### config.mk
export PLATFORM = sky130hd
export DESIGN_NAME = count_wrap_monitor
export DESIGN_NICKNAME = d
export VERILOG_FILES = /design/src/rtl/count_wrap_monitor.sv
export SDC_FILE = /design/constraint.sdc
export NUM_CORES = 1
export LEC_CHECK = 0
export CELL_PAD_IN_SITES_DETAIL_PLACEMENT = 0
export CELL_PAD_IN_SITES_GLOBAL_PLACEMENT = 1
export CORE_AREA = 5 5 56 58
export CTS_BUF_LIST = sky130_fd_sc_hd__clkbuf_8
export DETAILED_ROUTE_END_ITERATION = 7
export DIE_AREA = 0 0 61 63
export PLACE_DENSITY_LB_ADDON = 0.1
export SYNTH_ARGS = -nofsm -noshare
export SYNTH_HDL_FRONTEND = slang
export SYNTH_SLANG_ARGS = --single-unit
### constraint.sdc
create_clock -name clk -period 2.2 [get_ports clk]
set_clock_uncertainty 0.2 [all_clocks]
set_input_delay 0.44 -clock clk [delete_from_list [all_inputs] [get_ports clk]]
set_output_delay 0.44 -clock clk [all_outputs]
set_load 0.02 [all_outputs]
### src/rtl/count_wrap_monitor.sv
// count_wrap_monitor: tracks a 3-bit upstream counter, flags sequence violations and counts 7->0 wraps.
// Ports: clk, rst (sync, active-high); sample_en/count_in (sample strobe and value); clear_err (leave ERROR);
//        locked (in TRACK), wrap_pulse (one cycle per wrap), wrap_count (saturating wraps), seq_err (sticky),
//        onehot_out (decode of last accepted value, only when COUNT_MON_DECODE_EN is defined).
module count_wrap_monitor #(
    parameter int WRAP_W = 8
) (
    input  logic              clk,
    input  logic              rst,
    input  logic              sample_en,
    input  logic [2:0]        count_in,
    input  logic              clear_err,
    output logic              locked,
    output logic              wrap_pulse,
    output logic [WRAP_W-1:0] wrap_count,
    output logic              seq_err
`ifdef COUNT_MON_DECODE_EN
    ,
    output logic [7:0]        onehot_out
`endif
);
    typedef enum logic [1:0] {IDLE, TRACK, ERROR} state_t;
    state_t state;
    logic [2:0] prev;
    logic [2:0] succ;
    assign succ = prev + 3'd1;
    always_ff @(posedge clk) begin
        if (rst) begin
            state      <= IDLE;
            prev       <= 3'd0;
            locked     <= 1'b0;
            wrap_pulse <= 1'b0;
            wrap_count <= '0;
            seq_err    <= 1'b0;
`ifdef COUNT_MON_DECODE_EN
            onehot_out <= 8'h00;
`endif
        end else begin
            wrap_pulse <= 1'b0;
            case (state)
                IDLE: if (sample_en) begin
                    prev   <= count_in;
                    state  <= TRACK;
                    locked <= 1'b1;
`ifdef COUNT_MON_DECODE_EN
                    onehot_out <= 8'd1 << count_in;
`endif
                end
                TRACK: if (sample_en) begin
                    if (count_in == succ) begin
                        prev <= count_in;
`ifdef COUNT_MON_DECODE_EN
                        onehot_out <= 8'd1 << count_in;
`endif
                        if (prev == 3'd7) begin
                            wrap_pulse <= 1'b1;
                            if (wrap_count != '1) wrap_count <= wrap_count + 1'b1;
                        end
                    end else if (count_in != prev) begin
                        seq_err <= 1'b1;
                        state   <= ERROR;
                        locked  <= 1'b0;
                    end
                end
                ERROR: if (clear_err) begin
                    state   <= IDLE;
                    seq_err <= 1'b0;
                end
                default: begin
                    state  <= IDLE;
                    locked <= 1'b0;
                end
            endcase
        end
    end
endmodule

# Word-level counts from Yosys, hierarchy flattened
# Index checks and enable logic that the tools add are counted.
word_totals:
  inputBits: 7
  ff_bits: 16
  word_cells: 54
op_classes:
  eq_ne: 12
  n_mux: 21
  n_reduce_logical: 9
  n_addsub: 2
  bitwise_logic: 4
op_table:
  columns: ["op", "count"]
  rows:
  - ["5-bit AND reduction", 4]
  - ["2-bit inequality test, second input constant", 6]
  - ["2-bit 2-to-1 mux", 5]
  - ["1-bit 2-to-1 mux", 9]
  - ["3-bit 2-to-1 mux", 3]
  - ["8-bit by 1-bit adder with 8-bit output, second input constant", 1]
  - ["8-bit inequality test, second input constant", 1]
  - ["2-bit case mux with 3 select lines", 1]
  - ["3-bit case mux with 2 select lines", 1]
  - ["1-bit inverter", 4]
  - ["4-bit AND reduction", 1]
  - ["2-bit nonzero test", 2]
  - ["4-bit OR reduction", 1]
  - ["3-bit by 1-bit adder with 3-bit output, second input constant", 1]
  - ["3-bit equality test", 1]
  - ["3-bit equality test, second input constant", 1]
  - ["3-bit inequality test", 1]
  - ["1-bit case mux with 3 select lines", 1]
  - ["2-bit by 1-bit equality test with 1-bit output, second input constant", 1]
  - ["2-bit equality test, second input constant", 1]
  - ["2-bit zero test", 1]
  - ["1-bit case mux with 2 select lines", 1]

# Longest topological paths before layout
depth:
  depth_word: 5
  ltp_mapped: 7

# Worst setup path before layout
# Ideal clock, no wire load.
synth_path:
  path_type: "reg-to-reg"
  start: "register prev[0]"
  end: "register wrap_count[4]"
  slack_ns: 0.070
  arrival_ns: 1.799
  t_required_ns: 1.869
  stages_incl_launch_ff: 8
  period_less_slack_ns: 2.130
  path_cell_list: "dfxtp_1 > ha_1 > ha_1 > xnor2_1 > nand4_2 > clkbuf_1 > o311ai_1 > o31ai_1"
synth_via:
  elab_chain_cells: 3
synth_rtl:
  columns: ["element", "line_no", "text"]
  rows:
  - ["start, declared", "24", "logic [2:0] prev;"]
  - ["start signal, assigned", "42", "prev <= count_in;"]
  - ["start signal, assigned", "51", "prev <= count_in;"]
  - ["3-bit by 1-bit adder with 3-bit output", "26", "assign succ = prev + 3'd1;"]
  - ["3-bit equality test", "50", "if (count_in == succ) begin"]
  - ["5-bit AND reduction (no line) *", null, null]
  - ["end signal, assigned", "57", "if (wrap_count != '1) wrap_count <= wrap_count + 1'b1;"]
  - ["end, declared", "15", "output logic [WRAP_W-1:0] wrap_count,"]
# Mark *: on every way between the ends. The rest lies on a longest branch, timed or not.
# A chain may end at the register's enable or synchronous reset.

# Worst setup path in the final report
layout_path:
  start: "register prev[1]"
  end: "register wrap_count[0]"
# The elaborated chain is that of the path after synthesis.

==> results_dict.tcl <==
set metrics [dict create \
    status "finished, final reports clean" \
    synthTopCellsByArea "dfxtp_1 38%, mux2i_1 4.8%, ha_1 4.5%" \
    cts_tree "built" \
    crit_required_ns 2.20 \
    yosys.area.top_type_share_pct 38.5 \
    setup_viol 0 \
    drt-pass1-iter-count 4 \
    die_x_um 61 \
    powerDensity_nw_per_um2 578 \
    hold_depth 2 \
    vias 813 \
    nFillCells 266 \
    timing.rr.start "prev[1]" \
    num_rows 19 \
    track_usage_pct 11.8 \
    drt_iter0_drc 26 \
    nets 139 \
    rsz0062_at_grt "no" \
    pwr-share-seq_pct 43.1 \
    io_buffers 17 \
    fmax_ghz 0.484 \
    synth_top_family_by_area "simple AND/OR/NAND/NOR gates" \
    critPathBufInv 2 \
    synthXorXnorAreaFrac_pct 6.17 \
    setup_slack_ns 0.132 \
    synth-adder-area-share_pct 4.51 \
    intPower_mw 0.542 \
    crit_path_start_kind "flip-flop" \
    ys_seq_area_share_pct 38.5 \
    hold_start "seq_err" \
    async_reset_ff_share_pct 0 \
    worstHoldPathType "reg2reg" \
    cts_buffer_depth 2 \
    slew_headroom_pct 60.8 \
    cpLargestDelayFamily "simple AND/OR/NAND/NOR gates" \
    cp_slowest_stage_delay_ns 0.36 \
    drc_errors 0 \
    fin_crit_ns 2.07 \
    instances_no_fill 159 \
    max_cap_violations 0 \
    core_um2 2620 \
    fin_tns_setup_ns 0 \
    drv_slew 0 \
    gr-total-overflow 0 \
    clk_pin_slew_ns 0.07 \
    grt_pass1_vias 789 \
    layout-drive-gt1-share_pct 25.8 \
    synth_compound_area_share_pct 17.1 \
    antenna_cells 0 \
    synthTopCellsByCount "16 x dfxtp_1, 7 x nor2_1, 6 x nand2_1" \
    crit_path_cell_trace "ha_2 > ha_4 > xnor2_1 > buf_4 > nand4_4 > buf_6 > or3_4 > a21oi_2" \
    totalWireLength_um 2030 \
    design.die.area_um2 3840 \
    min_to "seq_err" \
    dpl.hpwl_um 1520 \
    end_kind "flip-flop" \
    place.gp.congestion 0.709 \
    switching_share_pct 25.9 \
    clock_power_share_pct 37.1 \
    antenna_found_initial 0 \
    numCtsBuffers 3 \
    grt_pass1_wl_um 3410 \
    cts.sinks 16 \
    cp_max_fo 8 \
    syn_inst 93 \
    place_ws_ns -0.112 \
    synth_edf_count 0 \
    placed_cells_incl_taps 153 \
    combPwrFrac_pct 19.8 \
    yosysUniqueCellTypes 35 \
    cp_slowest_cell "or3_4" \
    synth_ff_type "dfxtp_1" \
    start_util_pct 31.8 \
    power.switching_mw 0.190 \
    cts_root_buffer "clkbuf_8" \
    syn_avg_cell_area_um2 8.95 \
    fin_crit_sh_pct 94.0 \
    yosysMostFrequentCell "dfxtp_1" \
    regToRegEndpoint "wrap_count[0]" \
    final-hold-violation-count 0 \
    synth_fp_nets 103 \
    synth.area.mux_share_pct 4.81 \
    htree_levels 1 \
    die_h_um 63 \
    routed_via_density 5.11 \
    yosysTopAreaCell "dfxtp_1" \
    area_growth_pct 52.2 \
    vdd_drop_max_v 0.000338 \
    p_leak_nw 0.483 \
    arrival_ns 2.06 \
    antenna_left 0 \
    synth_seq_cells 16 \
    syn_area_um2 832 \
    rrSetupSlack_ns 0.13 \
    wl_per_cell_um 12.7 \
    reg2reg_depth 8 \
    clk_latency_ns 0.26 \
    yosys.area_share.simple_pct 26.2 \
    yosysWarnings 0 \
    critical_path_class "reg2reg" \
    pin_count 18 \
    grt_max_degree 11 \
    worst-slew-pin-transition_ns 0.586 \
]
## cell families after synthesis
logic type               count (synthesis)
AO/OA/AOI/OAI                           21
AND/OR/NAND/NOR                         38
multiplexers                             4
flip-flops                              16
buffers and inverters                    6
adder cells (fa/ha/maj)                  3
XOR/XNOR                                 5
## placed cells by master (no fill, tap or decap), drive strengths merged
cell type and instances:
or3 2, xor2 3, ha 3, nand2b 1, nor3 3, mux2i 4
clkbuf 4, inv 4, a31oi 1, nand3 5, nand4 3, buf 16
o21ai 2, o21bai 1, and4b 1, clkdlybuf4s50 17, or4b 1, o41ai 1
a41oi 1, o22ai 1, o311ai 2, xnor2 2, dfxtp 16, nor3b 1
o31ai 5, or4 2, o21a 2, and4 1, nand3b 2, nor2 7
and2 1, nor2b 1, a21oi 5, nand2 6, and3 1
## power groups by stage
stage / combinational [mW] / clock (mW) / sequential [mW]
floorplan: 0.0612 / 0 / 0.325
global placement: 0.135 / 0 / 0.320
detailed placement: 0.135 / 0 / 0.321
CTS: 0.137 / 0.285 / 0.314
global route: 0.160 / 0.292 / 0.318
finish: 0.145 / 0.271 / 0.316
## through the flow
stage | utilization (%) | cell area (um^2) | hold slack [ns] | total power [mW]
floorplan | - | 832 | 0.311 | 0.386
global placement | 43.5 | 1140 | 0.264 | 0.455
detailed placement | 43.5 | 1140 | 0.266 | 0.456
CTS | 45.6 | 1190 | 0.280 | 0.735
global route | 48.4 | 1270 | 0.284 | 0.769
finish | 48.4 | 1270 | 0.277 | 0.732
## registers in the layout, indices dropped and copies added (netlist names)
register and cells:
locked 1, wrap_pulse 1, prev 3, seq_err 1, state 2, wrap_count 8
## metal layers
metal,share of wire (%),wire length (um),vias up,global-route usage (%)
li1,-,-,418,-
met1,47,946,378,14.0
met2,47,950,12,18.6
met5,0,0,-,0
met4,2.8,56,0,7.32
met3,3.7,74,5,2.48
## worst max-delay path by stage
| stage | from | to | slack, ns | cells past startpoint |
|---|---|---|---|---|
| 2_1_floorplan | prev[0] | wrap_count[4] | 0.07 | 7 |
| 3_3_place_gp | count_in[1] | wrap_count[0] | -0.07 | 6 |
| 3_5_place_dp | count_in[2] | wrap_count[0] | -0.11 | 7 |
| 4_1_cts | prev[1] | wrap_count[0] | 0.02 | 8 |
| 5_1_grt | prev[1] | wrap_count[0] | 0.04 | 8 |
| 6_report | prev[1] | wrap_count[0] | 0.13 | 8 |
## area by class of cell
type | instances | area, um^2 | area share (%)
Multi-Input combinational cell | 71 | 541 | 42.7
Sequential cell | 16 | 323 | 25.5
Timing Repair Buffer | 33 | 294 | 23.2
Clock buffer | 4 | 55.1 | 4.35
Tap cell | 31 | 38.8 | 3.06
Inverter | 4 | 15.0 | 1.19
## tightest hold or removal path, delay by kind of cell, from the launching register on
family,cells,cell delay [ns]
AO/OA/AOI/OAI,1,0.06
AND/OR/NAND/NOR,1,0.06
flip-flops,1,0.31
## repair_timing
item                                    in CTS  in global routing
hold buffers                                 0                  0
hold endpoints to repair                     0                  0
resized for setup                            0                 12
setup buffers                                0                  2
endpoints found under the setup margin       0                  6
No activity file was read; power rests on OpenSTA's default activity.
